[config.mk]
export PLATFORM = sky130hd
export DESIGN_NAME = data_mem_access_unit
export DESIGN_NICKNAME = d
export VERILOG_FILES = /design/src/rtl/data_mem_access_pkg.sv /design/src/rtl/data_mem_access_unit_tmo.sv /design/src/rtl/data_mem_access_unit.sv
export SDC_FILE = /design/constraint.sdc
export NUM_CORES = 1
export LEC_CHECK = 0
export CAP_MARGIN = 15
export CORE_MARGIN = 4
export CORE_UTILIZATION = 40
export DETAILED_ROUTE_END_ITERATION = 6
export PLACE_DENSITY = 0.81
export SETUP_SLACK_MARGIN = 0.1
export SLEW_MARGIN = 20
export SYNTH_ARGS = -nofsm -noshare
export SYNTH_HDL_FRONTEND = slang
export SYNTH_SLANG_ARGS = --single-unit
[constraint.sdc]
create_clock -name clk -period 2.4 [get_ports clk]
set_clock_uncertainty 0.2 [all_clocks]
set_input_delay 0.24 -clock clk [delete_from_list [all_inputs] [get_ports clk]]
set_output_delay 0.24 -clock clk [all_outputs]
set_load 0.005 [all_outputs]
[src/rtl/data_mem_access_pkg.sv]
// data_mem_access_pkg
//   Shared types and constants for the data memory access unit.
//   - state_e     : 2-bit access FSM state encoding
//   - TMO_W       : width of the bus timeout counter
//   - WEN_*       : byte-strobe patterns that carry alignment rules
//   - is_misaligned() : alignment rule for a strobe pattern, used only
//     when the design is built with MEM_ALIGN_CHECK_EN defined.
package data_mem_access_pkg;

  typedef enum logic [1:0] {
    ST_IDLE = 2'd0,
    ST_REQ  = 2'd1,
    ST_RESP = 2'd2,
    ST_DONE = 2'd3
  } state_e;

  localparam int TMO_W = 8;

  localparam logic [3:0] WEN_LOAD    = 4'b0000;
  localparam logic [3:0] WEN_WORD    = 4'b1111;
  localparam logic [3:0] WEN_HALF_LO = 4'b0011;
  localparam logic [3:0] WEN_HALF_HI = 4'b1100;

  // Word accesses (loads are treated as words) need addr[1:0]==0,
  // halfword stores need addr[0]==0; byte and other patterns are never
  // rejected.
  function automatic logic is_misaligned(input logic [1:0] addr_lo,
                                         input logic [3:0] wen);
    logic bad;
    if ((wen == WEN_LOAD) || (wen == WEN_WORD)) begin
      bad = (addr_lo != 2'b00);
    end else if ((wen == WEN_HALF_LO) || (wen == WEN_HALF_HI)) begin
      bad = addr_lo[0];
    end else begin
      bad = 1'b0;
    end
    return bad;
  endfunction

endpackage

[src/rtl/data_mem_access_unit_tmo.sv]
// data_mem_tmo_ctr
//   Bus wait timeout counter: clear has priority over enable, and the
//   terminal-count flag fires during the LIMIT-th enabled cycle so the
//   owner can leave its wait state on that same edge.
// Ports
//   clk, rst : clock, synchronous active-high reset
//   clr      : zero the count (state entry)
//   en       : count this cycle (waiting on the bus)
//   tc       : this is the last allowed waiting cycle
module data_mem_tmo_ctr
  import data_mem_access_pkg::*;
#(
  parameter int LIMIT = 255
) (
  input  logic clk,
  input  logic rst,
  input  logic clr,
  input  logic en,
  output logic tc
);

  localparam logic [TMO_W-1:0] LAST = TMO_W'(LIMIT - 1);

  logic [TMO_W-1:0] count_r;

  // Wait-cycle counter with clear priority.
  always_ff @(posedge clk) begin
    if (rst) begin
      count_r <= {TMO_W{1'b0}};
    end else if (clr) begin
      count_r <= {TMO_W{1'b0}};
    end else if (en) begin
      count_r <= count_r + {{(TMO_W-1){1'b0}}, 1'b1};
    end else begin
      count_r <= count_r;
    end
  end

  assign tc = en && (count_r == LAST);

endmodule

[src/rtl/data_mem_access_unit.sv]
// data_mem_access_unit
//   Turns a one-cycle load/store request from the MEM stage into a
//   req/addr_ok/data_ok bus transaction, stalling the pipeline until the
//   access completes or times out.
// Ports
//   clk, rst           : clock, synchronous active-high reset
//   mem_en/mem_wen     : request strobe and byte write enables (0 = load)
//   mem_addr/mem_wdata : request address and store data
//   mem_rdata          : load data, valid while mem_done=1, held otherwise
//   mem_stall          : freeze upstream (combinational on mem_en in IDLE)
//   mem_done/mem_err   : one-cycle completion pulse / error flag
//   bus_req..bus_wdata : bus request channel, stable until bus_addr_ok
//   bus_addr_ok        : request accepted
//   bus_data_ok        : read data / write ack, with bus_rdata
// Configuration
//   MEM_ALIGN_CHECK_EN : when defined, misaligned requests complete with
//                        mem_err without touching the bus.
module data_mem_access_unit
  import data_mem_access_pkg::*;
#(
  parameter int ADDR_W  = 32,
  parameter int DATA_W  = 32,
  parameter int TMO_CYC = 255
) (
  input  logic                  clk,
  input  logic                  rst,
  input  logic                  mem_en,
  input  logic [DATA_W/8-1:0]   mem_wen,
  input  logic [ADDR_W-1:0]     mem_addr,
  input  logic [DATA_W-1:0]     mem_wdata,
  output logic [DATA_W-1:0]     mem_rdata,
  output logic                  mem_stall,
  output logic                  mem_done,
  output logic                  mem_err,
  output logic                  bus_req,
  output logic                  bus_wr,
  output logic [DATA_W/8-1:0]   bus_wstrb,
  output logic [ADDR_W-1:0]     bus_addr,
  output logic [DATA_W-1:0]     bus_wdata,
  input  logic                  bus_addr_ok,
  input  logic                  bus_data_ok,
  input  logic [DATA_W-1:0]     bus_rdata
);

  localparam int STRB_W = DATA_W / 8;

  state_e              state_r;
  state_e              state_next_s;
  logic [ADDR_W-1:0]   addr_r;
  logic [DATA_W-1:0]   wdata_r;
  logic [STRB_W-1:0]   wen_r;
  logic [DATA_W-1:0]   rdata_r;
  logic                err_r;
  logic                err_next_s;
  logic                capture_s;
  logic                misalign_s;
  logic                tmo_en_s;
  logic                tmo_clr_s;
  logic                tmo_tc_s;

`ifdef MEM_ALIGN_CHECK_EN
  assign misalign_s = is_misaligned(mem_addr[1:0], mem_wen);
`else
  assign misalign_s = 1'b0;
`endif

  assign tmo_en_s  = (state_r == ST_REQ) || (state_r == ST_RESP);
  // Clearing on every state change restarts the budget for each phase.
  assign tmo_clr_s = (state_next_s != state_r);

  data_mem_tmo_ctr #(
    .LIMIT (TMO_CYC)
  ) u_tmo (
    .clk (clk),
    .rst (rst),
    .clr (tmo_clr_s),
    .en  (tmo_en_s),
    .tc  (tmo_tc_s)
  );

  // Next-state logic; a bus response always wins over a coincident timeout.
  always_comb begin
    state_next_s = state_r;
    err_next_s   = 1'b0;
    capture_s    = 1'b0;
    case (state_r)
      ST_IDLE: begin
        if (mem_en) begin
          if (misalign_s) begin
            state_next_s = ST_DONE;
            err_next_s   = 1'b1;
          end else begin
            state_next_s = ST_REQ;
          end
        end else begin
          state_next_s = ST_IDLE;
        end
      end
      ST_REQ: begin
        if (bus_addr_ok) begin
          if (bus_data_ok) begin
            state_next_s = ST_DONE;
            capture_s    = 1'b1;
          end else begin
            state_next_s = ST_RESP;
          end
        end else if (tmo_tc_s) begin
          state_next_s = ST_DONE;
          err_next_s   = 1'b1;
        end else begin
          state_next_s = ST_REQ;
        end
      end
      ST_RESP: begin
        if (bus_data_ok) begin
          state_next_s = ST_DONE;
          capture_s    = 1'b1;
        end else if (tmo_tc_s) begin
          state_next_s = ST_DONE;
          err_next_s   = 1'b1;
        end else begin
          state_next_s = ST_RESP;
        end
      end
      ST_DONE: begin
        state_next_s = ST_IDLE;
      end
      default: begin
        state_next_s = ST_IDLE;
      end
    endcase
  end

  // FSM state register.
  always_ff @(posedge clk) begin
    if (rst) begin
      state_r <= ST_IDLE;
    end else begin
      state_r <= state_next_s;
    end
  end

  // Request latches, loaded only when a new access is accepted in IDLE.
  always_ff @(posedge clk) begin
    if (rst) begin
      addr_r  <= {ADDR_W{1'b0}};
      wdata_r <= {DATA_W{1'b0}};
      wen_r   <= {STRB_W{1'b0}};
    end else if ((state_r == ST_IDLE) && mem_en) begin
      addr_r  <= mem_addr;
      wdata_r <= mem_wdata;
      wen_r   <= mem_wen;
    end else begin
      addr_r  <= addr_r;
      wdata_r <= wdata_r;
      wen_r   <= wen_r;
    end
  end

  // Completion data and error flag; err_r is high only during DONE.
  always_ff @(posedge clk) begin
    if (rst) begin
      rdata_r <= {DATA_W{1'b0}};
      err_r   <= 1'b0;
    end else begin
      err_r <= err_next_s;
      if (err_next_s) begin
        rdata_r <= {DATA_W{1'b0}};
      end else if (capture_s && (wen_r == {STRB_W{1'b0}})) begin
        rdata_r <= bus_rdata;
      end else begin
        rdata_r <= rdata_r;
      end
    end
  end

  assign mem_rdata = rdata_r;
  assign mem_done  = (state_r == ST_DONE);
  assign mem_err   = err_r;
  assign mem_stall = tmo_en_s || ((state_r == ST_IDLE) && mem_en);
  assign bus_req   = (state_r == ST_REQ);
  assign bus_wr    = |wen_r;
  assign bus_wstrb = wen_r;
  assign bus_addr  = addr_r;
  assign bus_wdata = wdata_r;

endmodule

**Word-level counts from Yosys, hierarchy flattened**

Cells that the tools add are included.

- Flip-flop bits (word level): 111
- Input port bits: 105
- Word-level logic and storage cells: 37

- Add/sub/neg operators: 1
- Equality and inequality tests: 5
- Multiplexer cells: 14
- Reductions and logical operators: 10

Operators by type and width:

| cell | count |
|---|---|
| $mux W1 | 9 |
| $add A8 B1 Y8 const B | 1 |
| $eq A8 B8 Y1 const B | 1 |
| $pmux W2 S4 | 1 |
| $eq A2 B2 Y1 const B | 2 |
| $logic_not A4 Y1 | 1 |
| $mux W2 | 2 |
| $pmux W1 S2 | 2 |
| $reduce_or A2 Y1 | 2 |
| $reduce_or A4 Y1 | 1 |
| $logic_and A1 B1 Y1 | 3 |
| $eq A2 B1 Y1 const B | 1 |
| $logic_not A2 Y1 | 1 |
| $logic_or A1 B1 Y1 | 2 |
| $ne A2 B2 Y1 | 1 |

**Logic depth before layout (Yosys ltp)**

Gate-level depths: netlist (run 1).

- Word-level depth: 8
- Depth in mapped cells: 9

**Modules after synthesis**

From an unflattened synthesis (run 1), not the netlist that was laid out.

- Cell total of the unflattened synthesis: 511
- Area total of the unflattened synthesis: 4,071.4 um^2

Modules (own cells, without submodules):

| module | times used | cells an instance | area an instance (um^2) |
|---|---|---|---|
| data_mem_access_unit | 1 | 469 | 3,693.5 |
| data_mem_tmo_ctr | 1 | 42 | 377.9 |

**Worst setup path after synthesis (run 1)**

No wires, ideal clock.

- Kind: register -> register
- From: register state_r[1]
- To: register u_tmo.count_r[1]
- Data arrival time: 1.744 ns
- Data required time: 2.114 ns
- Setup slack: 0.370 ns
- Stages on the path, launching flop included: 8
- Path buffers: 0
- Cells stage by stage: dfxtp_1 -> inv_1 -> ha_1 -> nor2b_1 -> or4_1 -> o22ai_1 -> o21ai_2 -> a211oi_1

- Word-level cells in the longest chain between the ends: 8

Ends and longest elaborated chain:

| item | line | RTL |
|---|---|---|
| start: declaration | data_mem_access_unit.sv:47 | `state_e state_r;` |
| start signal: assignment | data_mem_access_unit.sv:139 | `state_r <= state_next_s;` |
| $eq A2 B1 Y1 * | n/a |  |
| via bus_req | data_mem_access_unit.sv:35 | `output logic bus_req,` |
| $logic_or A1 B1 Y1 | data_mem_access_unit.sv:67 | `assign tmo_en_s = (state_r == ST_REQ) \|\| (state_r == ST_RESP);` |
| $logic_and A1 B1 Y1 | data_mem_access_unit_tmo.sv:39 | `assign tc = en && (count_r == LAST);` |
| $mux W1 or $mux W2 (tied branches) | data_mem_access_unit.sv:118, data_mem_access_unit.sv:107 |  |
| $mux W1 or $mux W2 (tied branches) | data_mem_access_unit.sv:115, data_mem_access_unit.sv:100 |  |
| $pmux W2 S4 | data_mem_access_unit.sv:86 | `case (state_r)` |
| $ne A2 B2 Y1 | data_mem_access_unit.sv:69 | `assign tmo_clr_s = (state_next_s != state_r);` |
| $reduce_or A2 Y1 (no source line) | n/a |  |
| end signal: assignment | data_mem_access_unit_tmo.sv:31 | `count_r <= {TMO_W{1'b0}};` |
| end signal: assignment | data_mem_access_unit_tmo.sv:33 | `count_r <= count_r + {{(TMO_W-1){1'b0}}, 1'b1};` |
| end signal: assignment | data_mem_access_unit_tmo.sv:35 | `count_r <= count_r;` |
| end: declaration | data_mem_access_unit_tmo.sv:24 | `logic [TMO_W-1:0] count_r;` |

Mark *: on every way through the listed nets, which the timed path passes. The rest lies on a longest branch.
A chain may end at the register's enable or synchronous reset.

**Final worst setup path (run 1)**

- From: register wen_r[3] (netlist: bus_wstrb[3])
- To: output bus_wr

- Word-level cells in the longest chain between the ends: 1

Ends and longest elaborated chain:

| item | line | RTL |
|---|---|---|
| start: declaration | data_mem_access_unit.sv:51 | `logic [STRB_W-1:0] wen_r;` |
| start signal: assignment | data_mem_access_unit.sv:148 | `wen_r <= {STRB_W{1'b0}};` |
| start signal: assignment | data_mem_access_unit.sv:152 | `wen_r <= mem_wen;` |
| start signal: assignment | data_mem_access_unit.sv:156 | `wen_r <= wen_r;` |
| $reduce_or A4 Y1 | data_mem_access_unit.sv:182 | `assign bus_wr = \|wen_r;` |
| end: declaration | data_mem_access_unit.sv:36 | `output logic bus_wr,` |

Every way passes these cells.

==> results.yml, run 1 <==
detailed_routing:
  dr_total_vias: 4148
  route.detailed.drc: 0
  firstDrtPassIters: 4
  drtIter0Drc: 242
  routed_wl_um: 12500
  wl_per_cell_um: 14.6
  avgViaCountPerCell: 4.86
  ant_nets: 0
worst_setup_path:
  cp.arrival_ns: 1.74
  worst_r2r_endpoint: "u_tmo.count_r[1]$_SDFFE_PP0P_"
  startpoint_type: "register"
  timing.rr.start: "state_r[0]$_SDFF_PP0_"
  worstPathMaxFanout: 3
  rrSetupSlack_ns: 0.23
  cp-end-kind: "output port"
  critPathRequiredTime_ns: 1.96
  ff2ff_path_depth: 7
  worstSetupPathType: "reg2out"
global_routing:
  first_global_vias: 3974
  antenna_found_initial: 0
  grt_first_pass_wirelength_um: 18700
  grt_max_degree: 40
  overflow: 0
  grt_usage_pct: 19.8
job:
  cap_viol_max_count: 0
sta:
  setup_viol: 0
  fin_hold_ws_ns: 0.0711
  maxSlewHeadroom_pct: 74.6
  rsz0062_at_grt: "false"
  fin_crit_sh_pct: 90.7
  tightestPinTransition_ns: 0.377
  hold_viol_final: 0
  fmax_mhz: 459
  fin_crit_ns: 2.18
  setup-tns-final_ns: 0
  drv_slew: 0
clock_network:
  cts_tree: "yes"
  cts_buffer_depth: 2
  cts-buffers-inserted: 9
  clkLatencyLatePin_ns: 0.35
  path_clk_slew_ns: 0.10
  hold_buffers: 0
  htreeDepth: 3
  root_buffer: "clkbuf_8"
  clock_sinks: 111
die:
  dieArea_sq_mm: 0.0119
  coreArea_sq_mm: 0.00986
  ios: 210
  num_rows: 36
  die_height_um: 109
  die_w_um: 109
  start_util_pct: 41.5
synthesis:
  ys_warn_count: 0
  syn_area_sq_mm: 0.00409
  ys_seq_elements: 111
  syn_avg_cell_area_sq_um: 7.94
  synth-seq-area-share_pct: 54.3
  synth_cells: 515
  syn_nets: 627
  synthDistinctLibCells: 32
placed_design:
  dp_hpwl_um: 9310
  placement.io_buffers: 209
  dp.cells: 834
  place.gp.congestion: 0.806
cells_and_area:
  antennaDiodeCount: 0
  final_cell_mix: "clkdlybuf4s50_1, nand2_1, dfxtp_1"
  area_growth_pct: 59.8
  postLayoutCoreUtil_pct: 66.3
  final_net_count: 827
  final_common_cell: "clkdlybuf4s50_1"
  drive_gt1_share_pct: 5.83
  fin_cells: 853
status:
  status: "finished, final reports clean"
worst_hold_path:
  hp-class: "in2reg"
  whs_endpoint: "mem_err$_SDFF_PP0_"
  min_path_cells: 2
  hp-start: "rst"
pwr:
  total_power_mw: 3.70
  p_leak_nw: 2.36
  max-vdd-ir-drop_v: 0.000318
  power.density_mw_per_mm2: 566
==> cell usage after synthesis <==
cell type  number  area (sq um)
a211oi_1        1          7.51
a21o_1          1          7.51
a21oi_1       103           515
a31o_2          1          8.76
and2_1          1          6.26
and3_1          1          6.26
and3b_1         1          8.76
buf_1           7          26.3
buf_4           1          7.51
buf_6           3          33.8
clkbuf_1       23          86.3
dfxtp_1       111          2220
ha_1            7          87.6
inv_1           5          18.8
mux2i_1         2          20.0
nand2_1       203           762
nand2b_1        2          12.5
nand3_1         5          25.0
nand4_1         4          25.0
nor2_1         14          52.6
nor2b_1         2          12.5
o211ai_1        1          7.51
o21ai_0         1          5.00
o21ai_2         1          8.76
o22ai_1         2          12.5
o311ai_0        1          8.76
o31ai_1         1          7.51
o41ai_1         1          8.76
or4_1           1          7.51
or4_4           1          11.3
xnor2_1         3          26.3
xor2_1          4          35.0
==> critical path, cell delays in order, from the launching register on <==
cell,delay [ns]
dfxtp_1,0.34
or4_4,0.56
clkdlybuf4s50_1,0.49
==> stage by stage <==
| step | setup WS (ns) | area, sq um |
|---|---|---|
| CTS | 0.125 | 6500 |
| floorplan | 0.370 | 4090 |
| detailed placement | 0.0724 | 6290 |
| global placement | 0.224 | 6290 |
| finish | 0.223 | 6540 |
| global route | 0.114 | 6540 |
==> flip-flops by register name, indices dropped and copies added, names as in the netlist <==
register       flops
bus_addr          32
mem_err            1
state_r            2
u_tmo.count_r      8
bus_wstrb          4
bus_wdata         32
mem_rdata         32
==> per-layer routing <==
metal  track usage [%]  vias up  wire, um
li1                  -     2067         -
met1              22.3     1888      4840
met2              35.0      168      6110
met3              6.28       25      1240
met4              7.03        0       291
met5                 0        -         0
==> worst max-delay path by stage <==
stage	start	to	slack (ns)	depth (start not counted)
after floorplan	state_r[1]$_SDFF_PP0_	u_tmo.count_r[1]$_SDFFE_PP0P_	0.37	7
after detailed placement	state_r[0]$_SDFF_PP0_	u_tmo.count_r[1]$_SDFFE_PP0P_	0.07	7
after global routing	state_r[1]$_SDFF_PP0_	u_tmo.count_r[1]$_SDFFE_PP0P_	0.11	7
final	bus_wstrb[3]$_SDFFE_PP0P_	bus_wr	0.22	2
after global placement	state_r[0]$_SDFF_PP0_	u_tmo.count_r[1]$_SDFFE_PP0P_	0.22	7
after CTS	state_r[0]$_SDFF_PP0_	mem_stall	0.13	4
==> where the power goes <==
part	leakage, nW	switching [mW]	internal [mW]	total, mW
logic	1.36	0.270	0.384	0.654
registers	0.907	0.0480	1.93	1.97
clock network	0.0974	0.626	0.445	1.07
==> logic make-up after synthesis <==
logic type,after synthesis,synth area share (%)
compound gates,114,14.6
xor+xnor,7,1.50
fa+ha+maj,7,2.14
buf+inv,39,4.22
flops,111,54.3
mux,2,0.489
simple gates,235,22.7
==> area by class of cell <==
cell class	instances	area [sq um]
clock buffers	11	151
clock inverters	5	41.3
fillers	794	3330
inverters	5	22.5
multi-input cells	365	1720
flip-flops and latches	111	2230
well taps	133	166
repair buffers	223	2210
==> timing repair <==
action / CTS / global route
gates resized for setup: 4 / 4
buffers inserted: 0 / 3
endpoints found under the setup margin: 9 / 9
Power figures use the tool's default switching activity.
==> run 2, diff against run 1 <==
CTS_CLUSTER_SIZE = 30   (was unset)
==> results of run 2 <==
Same layout as run 1: the final DEF is identical, and so are final timing and power.
==> run 3, diff against run 2 <==
CORE_UTILIZATION = 43   (was 40)
PLACE_DENSITY = 0.86   (was 0.81)
SLEW_MARGIN = unset   (was 20)
clock period = 2.8 ns   (was 2.4 ns; I/O delays follow)
==> run 3 against run 2 <==
  * Power decreased by 12%
  * Global-route usage increased by 1.5 points
  * Non-clock buffer count decreased by 8
  * Critical path type unchanged
  * Largest cell class unchanged
==> results.yml, run 3 (synthesis gave the netlist of run 1 again) <==
detailed_routing:
  drtIter0Drc: 186
  ant_nets: 0
  wl_per_cell_um: 14.4
  wl_met1_um: 4880
  wl_met2_um: 6220
  wl_met3_um: 867
  route.detailed.drc: 0
  firstDrtPassIters: 4
  dr_total_vias: 4079
  avgViaCountPerCell: 4.85
  routed_wl_um: 12100
  topRoutingLayerUsed: "met4"
clock_network:
  cts_buffer_depth: 2
  root_buffer: "clkbuf_8"
  path_clk_slew_ns: 0.11
  cts-buffers-inserted: 9
  htreeDepth: 3
  cts_tree: "yes"
  post_cts_buffers: 0
  clock_sinks: 111
  clkLatencyLatePin_ns: 0.36
  hold_buffers: 0
die:
  dieArea_sq_mm: 0.0111
  die_height_um: 106
  die_w_um: 106
  start_util_pct: 44.3
  num_rows: 35
  ios: 210
  coreArea_sq_mm: 0.00924
worst_setup_path:
  worstSetupPathType: "reg2out"
  worstPathMaxFanout: 11
  crit_family: "buffers and inverters"
  cp-end-kind: "output port"
  startpoint_type: "register"
  path_buf_inv: 2
  critPathMaxStageDelay_ns: 0.52
  crit_chain: "inv_1 -> ha_2 -> nand2b_1 -> clkdlybuf4s50_1"
  cp.arrival_ns: 2.07
  slowest_stage: "clkdlybuf4s50_1"
  critPathRequiredTime_ns: 2.32
global_routing:
  antenna_found_initial: 0
  first_global_vias: 4089
  grt_max_degree: 69
  grt_first_pass_wirelength_um: 19500
  grt_usage_pct: 21.3
  overflow: 0
sta:
  drv_slew: 0
  fin_crit_ns: 2.55
  fmax_mhz: 393
  tightestPinTransition_ns: 0.682
  rsz0062_at_grt: "false"
  setup_viol: 0
  setup_slack_ns: 0.253
  hold_viol_final: 0
  fin_crit_sh_pct: 90.9
  setup-tns-final_ns: 0
  maxSlewHeadroom_pct: 54.6
pwr:
  p_sw_mw: 0.838
  p_int_mw: 2.40
  pwr-share-clk_pct: 31.1
  max-vdd-ir-drop_v: 0.000432
  comb_power_share_pct: 16.7
  power.density_mw_per_mm2: 502
  total_power_mw: 3.24
  power_frac_seq_pct: 52.2
  p_sw_share_pct: 25.8
  p_leak_nw: 2.32
placed_design:
  placement.io_buffers: 209
  dp_slack_ns: 0.316
  place.gp.congestion: 0.883
  dp_hpwl_um: 8900
  dp.cells: 825
cells_and_area:
  postLayoutCoreUtil_pct: 70.0
  area_growth_pct: 58.0
  drive_gt1_share_pct: 4.35
  antennaDiodeCount: 0
  final_cell_mix: "clkdlybuf4s50_1, nand2_1, dfxtp_1"
  final_net_count: 819
  final_common_cell: "clkdlybuf4s50_1"
  fin_cells: 841
worst_hold_path:
  hp-class: "in2reg"
job:
  cap_viol_max_count: 0
status:
  status: "finished, final reports clean"
-- run 3: changes by cell type in the layout (fill, tap and decap cells not counted), sizes merged, moves of 2 or more --
cell    before  now
buf         15    7
clkinv       3    1
inv          5    9
clkbuf      11    9
-- run 3: metal layers --
layer,GRT usage [%],up-vias
met3,6.61,16
li1,-,2053
met5,0,-
met4,6.29,0
met2,38.6,131
met1,23.8,1879
-- run 3: timing repair --
item / in CTS / in global routing
endpoints found under the hold margin: 0 / 0
setup endpoints to repair: 0 / 35
resized for setup: 0 / 3
-- run 3: path summary, 6_finish.rpt --
check	cells after the start	slack (ns)	start	end
setup reg to reg	7	0.44	state_r[1]$_SDFF_PP0_	u_tmo.count_r[1]$_SDFFE_PP0P_
hold reg to reg	2	0.26	bus_addr[3]$_SDFFE_PP0P_	bus_addr[3]$_SDFFE_PP0P_
setup / recovery	4	0.25	state_r[1]$_SDFF_PP0_	mem_stall
hold / removal	2	0.15	rst	state_r[0]$_SDFF_PP0_
-- run 3: cell type report --
class / count / area (sq um)
Tap cell: 129 / 161
Clock buffer: 9 / 124
Timing Repair Buffer: 215 / 2140
Inverter: 5 / 18.8
Sequential cell: 111 / 2220
Clock inverter: 7 / 86.3
Multi-Input combinational cell: 365 / 1710
Fill cell: 724 / 2780
-- run 3: power by group through the flow --
| stage | Combinational [mW] | Clock, mW | Sequential [mW] |
|---|---|---|---|
| after floorplan | 0.187 | 0 | 1.73 |
| after global placement | 0.529 | 0 | 1.72 |
| after detailed placement | 0.542 | 0 | 1.73 |
| after CTS | 0.547 | 1.03 | 1.69 |
| after global routing | 0.592 | 1.09 | 1.70 |
| final | 0.542 | 1.01 | 1.69 |
-- run 3: through the flow --
step                hold slack, ns  cell area [sq um]
floorplan                    0.216               4090
global placement             0.241               6250
detailed placement           0.246               6250
CTS                          0.138               6460
global route                 0.177               6460
finish                       0.152               6460
-- run 3: worst register-to-register path, delay by kind of cell (launching register included) --
| family | cells | cell delay [ns] |
|---|---|---|
| flops | 1 | 0.46 |
| compound gates | 2 | 0.39 |
| mux | 1 | 0.26 |
| simple gates | 2 | 0.37 |
| fa+ha+maj | 1 | 0.47 |
| buf+inv | 1 | 0.14 |
